--- config.mk ---
export PLATFORM = sky130hd
export DESIGN_NAME = clk_div_bank
export DESIGN_NICKNAME = d
export VERILOG_FILES = /design/src/rtl/clk_div_bank.sv
export SDC_FILE = /design/constraint.sdc
export NUM_CORES = 1
export LEC_CHECK = 0
export BUFFER_PORTS_ARGS = -buffer_cell sky130_fd_sc_hd__clkbuf_2
export CORE_MARGIN = 2
export CORE_UTILIZATION = 64
export CTS_CLUSTER_DIAMETER = 40
export DETAILED_ROUTE_END_ITERATION = 7
export MAX_ROUTING_LAYER = met4
export PLACE_DENSITY_LB_ADDON = 0.2
export SLEW_MARGIN = 20
export SYNTH_ARGS = -nofsm -noshare
export SYNTH_HDL_FRONTEND = slang
export SYNTH_SLANG_ARGS = --single-unit
export TNS_END_PERCENT = 10
--- constraint.sdc ---
create_clock -name clk -period 3.8 [get_ports clk]
set_input_delay 0.38 -clock clk [delete_from_list [all_inputs] [get_ports clk]]
set_output_delay 0.38 -clock clk [all_outputs]
set_load 0.05 [all_outputs]
--- src/rtl/clk_div_bank.sv ---
// ============================================================================
// Module   : clk_div_bank
// Purpose  : Bank of runtime-programmable 50%-duty clock dividers with ticks
// Revision : 1.0 - initial release
// ============================================================================
`timescale 1ns/1ps
`default_nettype none

module clk_div_bank #(
  parameter int NUM_CH   = 3,
  parameter int CNT_W    = 8,
  parameter int DEF_POW2 = 1
) (
  input  logic              clk,
  input  logic              rst,
  input  logic              en,
  input  logic              sync,
  input  logic              cfg_wr,
  input  logic [3:0]        cfg_ch,
  input  logic [CNT_W-1:0]  cfg_half,
  output logic              cfg_err,
  output logic [NUM_CH-1:0] clk_out,
  output logic [NUM_CH-1:0] tick
);

  logic r_cfg_err;

  always_ff @(posedge clk) begin
    if (!rst) begin
      r_cfg_err <= 1'b0;
    end else begin
      r_cfg_err <= cfg_wr && ({1'b0, cfg_ch} >= 5'(NUM_CH));
    end
  end

  assign cfg_err = r_cfg_err;

  generate
    for (genvar i = 0; i < NUM_CH; i++) begin : g_ch
      localparam logic [CNT_W-1:0] c_def_half =
        (DEF_POW2 != 0) ? CNT_W'(64'd1 << i) : CNT_W'(1);

      logic [CNT_W-1:0] r_cnt;
      logic [CNT_W-1:0] r_half_act;
      logic [CNT_W-1:0] r_half_pend;
      logic             r_pend;
      logic             r_out;
      logic             r_tick;
      logic             w_hit;
      logic             w_stopped;
      logic             w_last;

      assign w_hit     = cfg_wr && (cfg_ch == 4'(i));
      assign w_stopped = (r_half_act == '0);
      assign w_last    = (r_cnt == (r_half_act - CNT_W'(1)));

      always_ff @(posedge clk) begin
        if (!rst) begin
          r_cnt       <= '0;
          r_out       <= 1'b0;
          r_tick      <= 1'b0;
          r_pend      <= 1'b0;
          r_half_pend <= '0;
          r_half_act  <= c_def_half;
        end else if (sync) begin
          // A write arriving with sync bypasses the shadow register entirely.
          r_cnt  <= '0;
          r_out  <= 1'b0;
          r_tick <= 1'b0;
          if (w_hit) begin
            r_half_act <= cfg_half;
            r_pend     <= 1'b0;
          end else if (r_pend) begin
            r_half_act <= r_half_pend;
            r_pend     <= 1'b0;
          end
        end else if (!en) begin
          r_tick <= 1'b0;
          if (w_hit) begin
            r_half_pend <= cfg_half;
            r_pend      <= 1'b1;
          end
        end else if (w_stopped) begin
          r_cnt  <= '0;
          r_out  <= 1'b0;
          r_tick <= 1'b0;
          if (r_pend) begin
            r_half_act <= r_half_pend;
          end
          r_pend <= w_hit;
          if (w_hit) begin
            r_half_pend <= cfg_half;
          end
        end else begin
          if (w_last) begin
            r_cnt  <= '0;
            r_out  <= ~r_out;
            r_tick <= ~r_out;
            // Apply only at the end of the high phase so no runt period appears.
            if (r_out && r_pend) begin
              r_half_act <= r_half_pend;
              r_pend     <= 1'b0;
            end
          end else begin
            r_cnt  <= r_cnt + CNT_W'(1);
            r_tick <= 1'b0;
          end
          if (w_hit) begin
            r_half_pend <= cfg_half;
            r_pend      <= 1'b1;
          end
        end
      end

      assign clk_out[i] = r_out;
      assign tick[i]    = r_tick;
    end
  endgenerate

endmodule

`default_nettype wire

# == After elaboration in Yosys (flattened, before gate mapping) ==
# Cells that the tools add are included.
# totals
ff_bits,82
in_bits,17
out_inout_bits,7
# classes
addsub,6
magnitude_cmp,1
eq_ne,5
muxes,51
bitwise,9
reduce_logical,46
# op_table
op,n
$mux 8,27
$reduce_bool 3->1,12
$add 8x1->8 const B,3
$eq 8x8->1,3
$logic_not 8->1,3
$mux 1,24
$sub 8x1->8 const B,3
$reduce_and 3->1,6
$reduce_or 5->1,3
$reduce_bool 2->1,7
$reduce_and 2->1,6
$not 1->1,9
$logic_and 1x1->1,7
$eq 4x1->1 const B,1
$eq 4x2->1 const B,1
$ge 4x2->1 const B,1
$logic_not 4->1,1
$reduce_or 2->1,1

# == Longest topological paths before layout ==
# Gate-level depths: netlist of the first run.
# depth
word_depth,6
mapped_depth,10
depth_no_buf,8

# == Worst setup path before layout of the first run ==
# No wires, ideal clock.
# synth_path
path_type,register to register
startpoint,register g_ch[0].r_half_act[0]
endpoint,register g_ch[0].r_out
t_arrival_ps,2445
slack_ps,1260
stages_incl_launch_ff,11
path_cell_list,dfxtp_1 clkbuf_1 inv_1 ha_1 and2_1 o21ai_0 a31oi_1 or4_1 buf_2 or4_1 o311ai_1
# synth_via
elab_chain_cells,4
word_cells_on_any_way,6
classes_between,add/sub (1); eq/ne (1); mux (1); reduce/logical (3)
# synth_rtl
item,line_no,text
start: declaration,44,logic [CNT_W-1:0] r_half_act;
start signal: assignment,64,r_half_act <= c_def_half;
start signal: assignment,71,r_half_act <= cfg_half;
start signal: assignment,74,r_half_act <= r_half_pend;
$sub 8x1->8,55,assign w_last = (r_cnt == (r_half_act - CNT_W'(1)));
$eq 8x8->1,55,
$reduce_bool 2->1 (no line),n/a,
$reduce_and 2->1 (no line),n/a,
end signal: assignment,97,r_out <= ~r_out;
end: declaration,47,logic r_out;
# Several ways; a longest one is shown, not always the timed one.
# A chain may end at the register's enable or synchronous reset.

# == Worst setup path after layout of the first run ==
# layout_path
startpoint,register g_ch[2].r_half_act[2]
endpoint,register g_ch[2].r_out
# layout_via
elab_chain_cells,4
word_cells_on_any_way,6
classes_between,add/sub (1); eq/ne (1); mux (1); reduce/logical (3)
# layout_rtl
item,line_no
start: declaration,44
start signal: assignment,64
start signal: assignment,71
start signal: assignment,74
$sub 8x1->8,55
$eq 8x8->1,55
$reduce_bool 2->1 (no line),n/a
$reduce_and 2->1 (no line),n/a
end signal: assignment,97
end: declaration,47
# Several ways; a longest one is shown, not always the timed one.

==> results of run 1 <==
-- sequential cells by signal, summed over array words and instances, names as in the netlist --
signal	count
g_ch.r_cnt	24
g_ch.r_half_act	24
g_ch.r_half_pend	24
g_ch.r_out	3
g_ch.r_pend	3
g_ch.r_tick	3
cfg_err	1
-- power by group through the flow --
| stage | Clock, W | Combinational, W | Sequential, W |
|---|---|---|---|
| 2_1_floorplan | 0 | 0.000203 | 0.000903 |
| 3_3_place_gp | 0 | 0.000242 | 0.000914 |
| 3_5_place_dp | 0 | 0.000248 | 0.000915 |
| 4_1_cts | 0.000773 | 0.000251 | 0.000895 |
| 5_1_grt | 0.000806 | 0.000280 | 0.000898 |
| 6_report | 0.000769 | 0.000255 | 0.000896 |
-- through the flow --
step	setup slack [ns]	power (W)
5_1_grt	0.912	0.00198
3_3_place_gp	1.23	0.00116
6_report	1.09	0.00192
4_1_cts	1.14	0.00192
3_5_place_dp	1.15	0.00116
2_1_floorplan	1.26	0.00111
-- cell usage in the layout (no fill, tap or decap), types with 10 or more instances in the layout --
cell type  netlist  routed
nand3_1         13      13
xnor2_1         16      16
xor2_1          27      27
clkbuf_2         0      23
o211ai_1        13      13
o21ai_0         28      28
nand2_1         70      70
a21oi_1         17      17
mux2i_1         66      66
nor2_1          51      51
nor3_1          26      26
dfxtp_1         82      82
inv_1           11      11
nand2b_1        10      10
-- worst reg2reg max path: stages (launching register included) --
cell and delay, ns:
dfxtp_1 0.39, nor4_1 0.68, nand2_1 0.15, xnor2_1 0.15
or4_1 0.61, or4b_1 0.54, o311ai_1 0.08
-- cells by family (layout without fill, tap and decap cells) --
logic type | count (synthesis) | after routing | share of synthesized area
buf+inv | 67 | 56 | 0.0546
flops | 82 | 82 | 0.321
simple gates | 225 | 225 | 0.223
compound gates | 123 | 123 | 0.170
fa+ha+maj | 9 | 9 | 0.0220
mux | 69 | 69 | 0.136
xor+xnor | 43 | 43 | 0.0736
-- area by class of cell --
| cell class | instances | area [µm²] |
|---|---|---|
| repair buffers | 29 | 160 |
| multi-input cells | 469 | 3190 |
| flip-flops and latches | 82 | 1640 |
| well taps | 102 | 128 |
| inverters | 11 | 41.3 |
| clock inverters | 6 | 115 |
| clock buffers | 10 | 128 |
| fillers | 611 | 2320 |
-- routing by layer --
| layer | up-vias | global-route usage | wire (µm) |
|---|---|---|---|
| met5 | - | - | 0 |
| met4 | 0 | 0.113 | 240 |
| met3 | 24 | 0.0387 | 565 |
| met2 | 142 | 0.427 | 5250 |
| met1 | 2132 | 0.406 | 5710 |
| li1 | 2189 | - | - |
-- final timing paths --
path	end	slack, ns	cells past startpoint
worst min-delay path	cfg_err	0.27	3
worst max register to register	g_ch[2].r_out	1.09	6
worst max-delay path	g_ch[2].r_out	1.09	6
worst min register to register	g_ch[0].r_half_act[7]	0.52	2
==> reports/summary.txt, run 1 <==
Run status - finished clean
Most common cell in the netlist - dfxtp_1
CTS Hold Bufs - 0
PortBufs - 23
Die height - 93.4 µm
Worst path cell trace - nor4_1 -> nand2_1 -> xnor2_1 -> or4_1 -> or4b_1 -> o311ai_1
Post-CTS setup buffer count - 0
Synth unique cells - 65
Clk root buf - clkbuf_8
Antenna viol nets, final - 0
RSZ-0062 raised after global routing - no
Worst-skew pair later-pin latency - 0.36 ns
Synthesized Nets - 644
Slew HR - 0.326
Switching power - 0.000515 W
Worst hold path class - in2reg
Fin. Hold Viols - 0
Clock skew - 0.00991 ns
# nets final - 628
Worst flop-to-flop path startpoint - g_ch[2].r_half_act[2]
Critical path launch point type - register
Required @ worst endpoint - 4.05 ns
Initial antenna violation count - 0
Die ar. - 8720 µm²
Ant. Diodes - 0
Finished Core Util - 0.700
Synthesis-to-layout area growth - 5.73%
Final Instance Area - 5410 µm²
Crit-path leading delay family - simple AND/OR/NAND/NOR gates
Final period util - 0.714
Max_cap viols - 0
Slew Limit Fails - 0
CP max stage delay - 0.68 ns
EDFF count, synth - 0
Core Footprint - 7730 µm²
Syn avg cell area - 8.27 µm²
Mapped Area - 5110 µm²
Commonest cells post-synth - 82 x dfxtp_1, 70 x nand2_1, 66 x mux2i_1, 51 x nor2_1, 43 x clkbuf_1
Area leader, netlist - dfxtp_1
Clock sinks - 82
Mapped Cells - 618
Share of post-route cells with drive strength above 1 - 0.0923
CP Launch Point - g_ch[2].r_half_act[2]
Area contributors post-synth - dfxtp_1 32%, mux2i_1 13%, nand2_1 5.1%
WHS - 0.267 ns
Cell Count, Final, Fillers Out - 709
Placer Congestion - 0.942
WL/cell - 16.6 µm
Worst Max-Slew Pin Slew - 1.01 ns
CTS buffer count - 9
First-pass GRT wire length - 19.9 mm
Peak supply drop - 229 µV
Seq/Total Area, Yosys - 0.321
CTS tree - done
Leak - 2.00 nW
Pwr dens - 355 nW/µm²
Worst Path Max Fanout - 8
DRC viols - 0
Worst Path Buf+Inv - 0
Comb power frac - 0.133
Synth Flop Type - dfxtp_1
CTS H-tree lvls - 3
Int Pwr - 0.00140 W
Sw frac - 0.269
Yosys reg bits - 82
CTS max path bufs - 2
Post-DP Area - 5160 µm²
Initial Utilization - 0.662
Synth top area share - 0.321
Dpl hpwl - 8.11 mm
Vias in the first global route - 4101
GR Overflow Total - 0
Sequential power share - 0.467
Peak Freq - 0.369 GHz
Via density - 6.33
Initial DRC count - 319
Drt first pass iters - 5
Die Wd - 93.4 µm
Worst path slowest cell - nor4_1
Clock transition at the registers of the reported paths - 0.09 ns
Critical Path AT - 2.96 ns
Gr usage total - 0.290
Largest net degree at the start of global routing - 42
CTS resizes - 0
Final min period - 2.71 ns
Num rows - 32
Via count - 4487
Worst Path Class, Setup - reg2reg
Ys async rst share - 0
Clock power frac - 0.401
Io pins - 24
Hold Path Origin - cfg_wr
Dpl cells - 693
Worst setup EP type - register
Routed WL - 11.8 mm
TNS Setup - 0 ns
Setup violators final - 0
Synth warn - 0
Note: power is estimated with default switching activity, not from simulation.
==> inputs of run 2 (changes only) <==
--- a/config.mk
+++ b/config.mk
@@ -7,7 +7,7 @@
 export LEC_CHECK = 0
 export BUFFER_PORTS_ARGS = -buffer_cell sky130_fd_sc_hd__clkbuf_2
 export CORE_MARGIN = 2
-export CORE_UTILIZATION = 64
+export CORE_UTILIZATION = 62
 export CTS_CLUSTER_DIAMETER = 40
 export DETAILED_ROUTE_END_ITERATION = 7
 export MAX_ROUTING_LAYER = met4
==> constraint.sdc (replaced) <==
create_clock -name clk -period 2.5 [get_ports clk]
set_input_delay 0.25 -clock clk [delete_from_list [all_inputs] [get_ports clk]]
set_output_delay 0.25 -clock clk [all_outputs]
set_load 0.05 [all_outputs]
==> run 2 against run 1 <==
Effect of this change:
- largest power group unchanged
- sequential share of layout area is 0.94 points lower
- maximum frequency is 13% higher
- die area is 3.1% higher
- via count is 0.89% higher
- sequential power is 51% higher
- power is 39% higher
==> reports/summary.txt, run 2 (same netlist as run 1, synthesis figures left out) <==
CTS tree - done
Reg2Reg Depth - 6 (unchanged)
PortBufs - 23 (unchanged)
Commonest non-fill, non-tap cell in the layout - dfxtp_1
Clock transition at the registers of the reported paths - 0.09 ns (about the same)
CTS H-tree lvls - 3 (unchanged)
RSZ-0062 raised after global routing - yes
CTS max path bufs - 2 (unchanged)
Worst flop-to-flop path startpoint - g_ch[1].r_half_act[4]
Clock skew - 0.00995 ns (+0.0000331 ns)
Dpl ws - 0.0883 ns (-1.06 ns)
Drt first pass iters - 5 (unchanged)
Io pins - 24 (unchanged)
Placer Congestion - 0.889 (-5.6%)
CTS buffer count - 9 (unchanged)
CP max stage delay - 0.56 ns (-0.12 ns)
Critical path launch point type - register
Dpl hpwl - 8.69 mm (+7.2%)
Dpl cells - 723 (+4.3%)
GR Overflow Total - 0 (unchanged)
Peak Freq - 0.418 GHz (+13%)
Pwr dens - 479 nW/µm² (+35%)
Worst hold path class - in2reg
Gr usage total - 0.291 (+0.00100)
Ant. Diodes - 0 (unchanged)
Fin. Hold Viols - 0 (unchanged)
Final min period - 2.39 ns (-0.320 ns)
Antenna viol nets, final - 0 (unchanged)
Num rows - 33 (+3.1%)
Worst setup EP type - register
Worst path slowest cell - or4_1
Die Wd - 94.8 µm (+1.5%)
Max_cap viols - 0 (unchanged)
First-pass GRT wire length - 20.0 mm (+0.49%)
Worst-skew pair later-pin latency - 0.37 ns (about the same)
Fillers - 686 (+12%)
Clk root buf - clkbuf_8
Slew Limit Fails - 0 (unchanged)
Synthesis-to-layout area growth - 9.18%
Hold Path Origin - cfg_wr
Worst Max-Slew Pin Slew - 0.640 ns (-0.371 ns)
Hold EP - cfg_err
Via density - 6.12 (-3.3%)
Slew HR - 0.571 (+0.245)
Largest net degree at the start of global routing - 42 (unchanged)
R2r endpoint - g_ch[1].r_out
Leak - 2.11 nW (+5.6%)
DRC viols - 0 (unchanged)
Cell Count, Final, Fillers Out - 740 (+4.4%)
Peak supply drop - 382 µV (+67%)
Required @ worst endpoint - 2.74 ns (-1.31 ns)
Critical Path AT - 2.63 ns (-0.33 ns)
Vias in the first global route - 4144 (+1.0%)
Initial antenna violation count - 0 (unchanged)
Reg2reg setup slack - 0.11 ns (-0.98 ns)
WL/cell - 16.3 µm (-1.9%)
Run status - finished clean
Clock sinks - 82 (unchanged)
Most frequent cells in the layout - 81 x dfxtp_1, 70 x nand2_1, 66 x mux2i_1
WHS - 0.122 ns (-0.145 ns)
# nets final - 656 (+4.5%)
Core Footprint - 8090 µm² (+4.7%)
Final period util - 0.957 (+0.243)
Min-Delay Path Depth - 3 (unchanged)
Worst Path Class, Setup - reg2reg
Via count - 4527 (+0.89%)
Die ar. - 8990 µm² (+3.1%)
Die height - 94.8 µm (+1.5%)
Final worst slack - 0.109 ns (-0.980 ns)
Share of post-route cells with drive strength above 1 - 0.140 (+0.0479)
Initial Utilization - 0.632 (-0.0299)
Worst path cell trace - or4_1 -> nor4_1 -> a32oi_1 -> a211oi_4 -> o21a_1 -> o22ai_1
Setup violators final - 0 (unchanged)
Worst Path Max Fanout - 7 (-1)
Routed WL - 12.1 mm (+2.4%)
Top flop regs - g_ch.r_cnt: 24 flops, g_ch.r_half_act: 24 flops, g_ch.r_half_pend: 24 flops
CTS Hold Bufs - 0 (unchanged)
Initial DRC count - 262 (-18%)
run 2: changes by cell type in the layout (fill, tap and decap cells not counted), moves of 2 or more:
cell / previous run / this run
clkinvlp_4: 1 / 3
or4_4: 0 / 2
or4_1: 5 / 3
inv_6: 0 / 2
buf_4: 6 / 33
bufinv_16: 3 / 0
run 2: metrics by stage:
step	utilization	power (W)	area [µm²]	setup TNS (ns)
after CTS	0.685	0.00268	5550	0
after floorplan	-	0.00168	5110	0
after global placement	0.664	0.00179	5370	0
after global routing	0.690	0.00279	5580	-0.00516
final	0.690	0.00267	5580	0
after detailed placement	0.664	0.00180	5370	0
run 2: per-layer routing:
metal	global-route usage	part of all wire	up-vias	wire, µm
li1	-	-	2236	-
met1	0.396	0.49	2137	5890
met2	0.440	0.45	140	5430
met3	0.0559	0.050	14	599
met4	0.0857	0.011	0	138
met5	-	0	-	0
run 2: what timing repair did:
action / in CTS / in global routing
buffers inserted: 0 / 1
endpoints found under the setup margin: 0 / 30
resized for setup: 0 / 5
hold endpoints to repair: 0 / 0
run 2: power by group:
group / switching [W] / internal [W] / total, W
Sequential: 0.0000257 / 0.00133 / 0.00135
Clock: 0.000515 / 0.000369 / 0.000884
Combinational: 0.000262 / 0.000175 / 0.000437
run 2: final cells by class:
type                    instances  area (µm²)  area share
inverters                      11        41.3     0.00740
repair buffers                 57         383      0.0686
flip-flops and latches         82        1640       0.294
clock inverters                 6        48.8     0.00874
clock buffers                  10         128      0.0229
multi-input cells             469        3210       0.575
well taps                     105         131      0.0235
run 2: critical path: cells and delay by family (launching register included):
| kind | cells | cell delay (ns) |
|---|---|---|
| AO/OA/AOI/OAI | 4 | 0.99 |
| flip-flops | 1 | 0.40 |
| AND/OR/NAND/NOR | 2 | 0.88 |
run 2: worst max-delay path by stage:
stage                                     start               endpoint  slack (ns)
after floorplan           g_ch[2].r_half_act[2]          g_ch[2].r_out        0.02
after global placement    g_ch[2].r_half_act[1]  g_ch[2].r_half_act[2]        0.14
after detailed placement  g_ch[2].r_half_act[1]  g_ch[2].r_half_act[5]        0.09
after CTS                 g_ch[1].r_half_act[2]  g_ch[1].r_half_act[4]        0.06
after global routing      g_ch[0].r_half_act[0]          g_ch[0].r_out      -0.005
final                     g_ch[1].r_half_act[4]          g_ch[1].r_out        0.11
==> inputs of run 3 (changes only) <==
--- a/config.mk
+++ b/config.mk
@@ -6,8 +6,9 @@
 export NUM_CORES = 1
 export LEC_CHECK = 0
 export BUFFER_PORTS_ARGS = -buffer_cell sky130_fd_sc_hd__clkbuf_2
-export CORE_MARGIN = 2
-export CORE_UTILIZATION = 62
+export CORE_MARGIN = 4
+export CORE_UTILIZATION = 64
+export CTS_BUF_LIST = sky130_fd_sc_hd__clkbuf_8
 export CTS_CLUSTER_DIAMETER = 40
 export DETAILED_ROUTE_END_ITERATION = 7
 export MAX_ROUTING_LAYER = met4
==> run 3 against run 2 <==
Effect of this change:
- critical path type unchanged
- final cell count shrank 1.2%
- largest cell class unchanged
- non-clock buffer count shrank 6
- critical endpoint is now g_ch[2].r_half_act[3]
- maximum frequency grew 1.3%
- clock skew grew 0.0024 ns
- hold slack gained 0.026 ns
- die area grew 5.5%
- sequential power is essentially flat
- global-route usage shrank 3.0 points
- cell area is essentially flat
==> reports/summary.txt, run 3 (same netlist as run 1, synthesis figures left out) <==
Core Footprint - 7770 µm² (-4.0%)
PortBufs - 23 (unchanged)
Peak supply drop - 435 µV (+14%)
First-pass GRT wire length - 20.1 mm (+0.55%)
Die ar. - 9480 µm² (+5.5%)
RSZ-0062 raised after global routing - yes
Worst hold path class - in2reg
WL/cell - 16.6 µm (+2.1%)
Worst-skew pair later-pin latency - 0.35 ns (-0.02 ns)
Commonest non-fill, non-tap cell in the layout - dfxtp_1
Drt first pass iters - 4 (-1)
CTS Hold Bufs - 0 (unchanged)
Initial DRC count - 318 (+21%)
Via density - 6.26 (+2.3%)
TNS Setup - 0 ns (unchanged)
Clock sinks - 82 (unchanged)
Ant. Diodes - 0 (unchanged)
Critical Path AT - 2.58 ns (-0.05 ns)
Initial Utilization - 0.658 (+0.0265)
Final min period - 2.36 ns (-0.0302 ns)
Routed WL - 12.2 mm (+0.85%)
Setup violators final - 0 (unchanged)
Worst Max-Slew Pin Slew - 0.674 ns (+0.0340 ns)
Reg2Reg Depth - 8 (+2)
Via count - 4573 (+1.0%)
Gr usage total - 0.261 (-0.0297)
Antenna viol nets, final - 0 (unchanged)
Clock skew - 0.0123 ns (+0.00236 ns)
Pwr dens - 517 nW/µm² (+7.9%)
Peak Freq - 0.424 GHz (+1.3%)
Share of post-route cells with drive strength above 1 - 0.137 (-0.00343)
Vias in the first global route - 4062 (-2.0%)
Num rows - 32 (-3.0%)
Clk root buf - clkbuf_8
Min-Delay Path Depth - 3 (unchanged)
Initial antenna violation count - 0 (unchanged)
Most frequent cells in the layout - 79 x dfxtp_1, 70 x nand2_1, 66 x mux2i_1
Synthesis-to-layout area growth - 9.13% (about the same)
Die height - 97.4 µm (+2.7%)
Leak - 2.11 nW (+0.12%)
GR Overflow Total - 0 (unchanged)
Required @ worst endpoint - 2.72 ns (-0.02 ns)
Clock transition at the registers of the reported paths - 0.09 ns (about the same)
Io pins - 24 (unchanged)
Max_cap viols - 0 (unchanged)
Fin. Hold Viols - 0 (unchanged)
DRC viols - 0 (unchanged)
CTS buffer count - 9 (unchanged)
Slew Limit Fails - 0 (unchanged)
CTS max path bufs - 2 (unchanged)
Worst setup EP type - register
Dpl hpwl - 8.53 mm (-1.8%)
Worst Path Max Fanout - 8 (+1)
Die Wd - 97.4 µm (+2.7%)
Final period util - 0.944 (-0.0121)
CTS H-tree lvls - 3 (unchanged)
Largest net degree at the start of global routing - 42 (unchanged)
Placer Congestion - 0.967 (+8.8%)
Top flop regs - g_ch.r_cnt: 24 flops, g_ch.r_half_act: 24 flops, g_ch.r_half_pend: 24 flops
# nets final - 650 (-0.91%)
Critical path launch point type - register
Post-CTS setup buffer count - 0 (unchanged)
CTS tree - done
Power Total - 0.00288 W (+7.8%)
Worst Path Class, Setup - reg2reg
Slew HR - 0.549 (-0.0227)
Run status - finished clean
-- run 3: cell types whose count changed in the layout (fill, tap and decap cells not counted), moves of 2 or more --
cell        previous run  this run
clkinvlp_4             3         1
dfxtp_2                1         3
buf_4                 33        28
bufinv_16              0         2
dfxtp_1               81        79
-- run 3: per-layer routing --
metal,GRT usage,up-vias,part of all wire
li1,-,2233,-
met1,0.378,2160,0.49
met2,0.381,165,0.45
met3,0.0424,15,0.051
met4,0.0660,0,0.012
met5,-,-,0
-- run 3: power by group --
group / internal (W) / switching (W)
combinational: 0.000172 / 0.000264
clock: 0.000594 / 0.000498
sequential: 0.00133 / 0.0000278
-- run 3: what timing repair did --
action | 4_1_cts | 5_1_grt
endpoints found under the setup margin | 0 | 38
gates resized for setup | 0 | 9
endpoints found under the hold margin | 0 | 0
-- run 3: metrics by stage --
stage	instance area, µm²	cells	util	setup WS, ns	hold WS, ns
5_1_grt	5580	731	0.718	-0.0327	0.137
6_report	5580	731	0.718	0.139	0.148
4_1_cts	5560	731	0.715	0.0481	0.131
3_5_place_dp	5330	715	0.686	0.0903	0.498
2_1_floorplan	5110	618	-	0.0212	0.366
3_3_place_gp	5330	715	0.686	0.146	0.486
-- run 3: cell type report --
cell class	count	area, µm²
Timing Repair Buffer	51	325
Multi-Input combinational cell	469	3210
Sequential cell	82	1650
Clock inverter	6	88.8
Fill cell	627	2190
Inverter	11	41.3
Tap cell	102	128
Clock buffer	10	138
-- run 3: path summary, 6_finish.rpt --
path	start	endpoint	slack, ns
worst min-delay path	cfg_wr	cfg_err	0.15
worst max-delay path	g_ch[2].r_half_act[1]	g_ch[2].r_half_act[3]	0.14
worst max register to register	g_ch[2].r_half_act[1]	g_ch[2].r_half_act[3]	0.14
worst min register to register	g_ch[2].r_half_act[1]	g_ch[2].r_half_act[1]	0.49
-- run 3: critical path, cell delays in order, from the launching register on --
cell and delay (ns):
dfxtp_2 0.36, inv_1 0.07, ha_1 0.20, and2_1 0.19
o21ai_0 0.17, a31oi_1 0.10, or4_4 0.56, o21a_1 0.37
mux2i_1 0.18
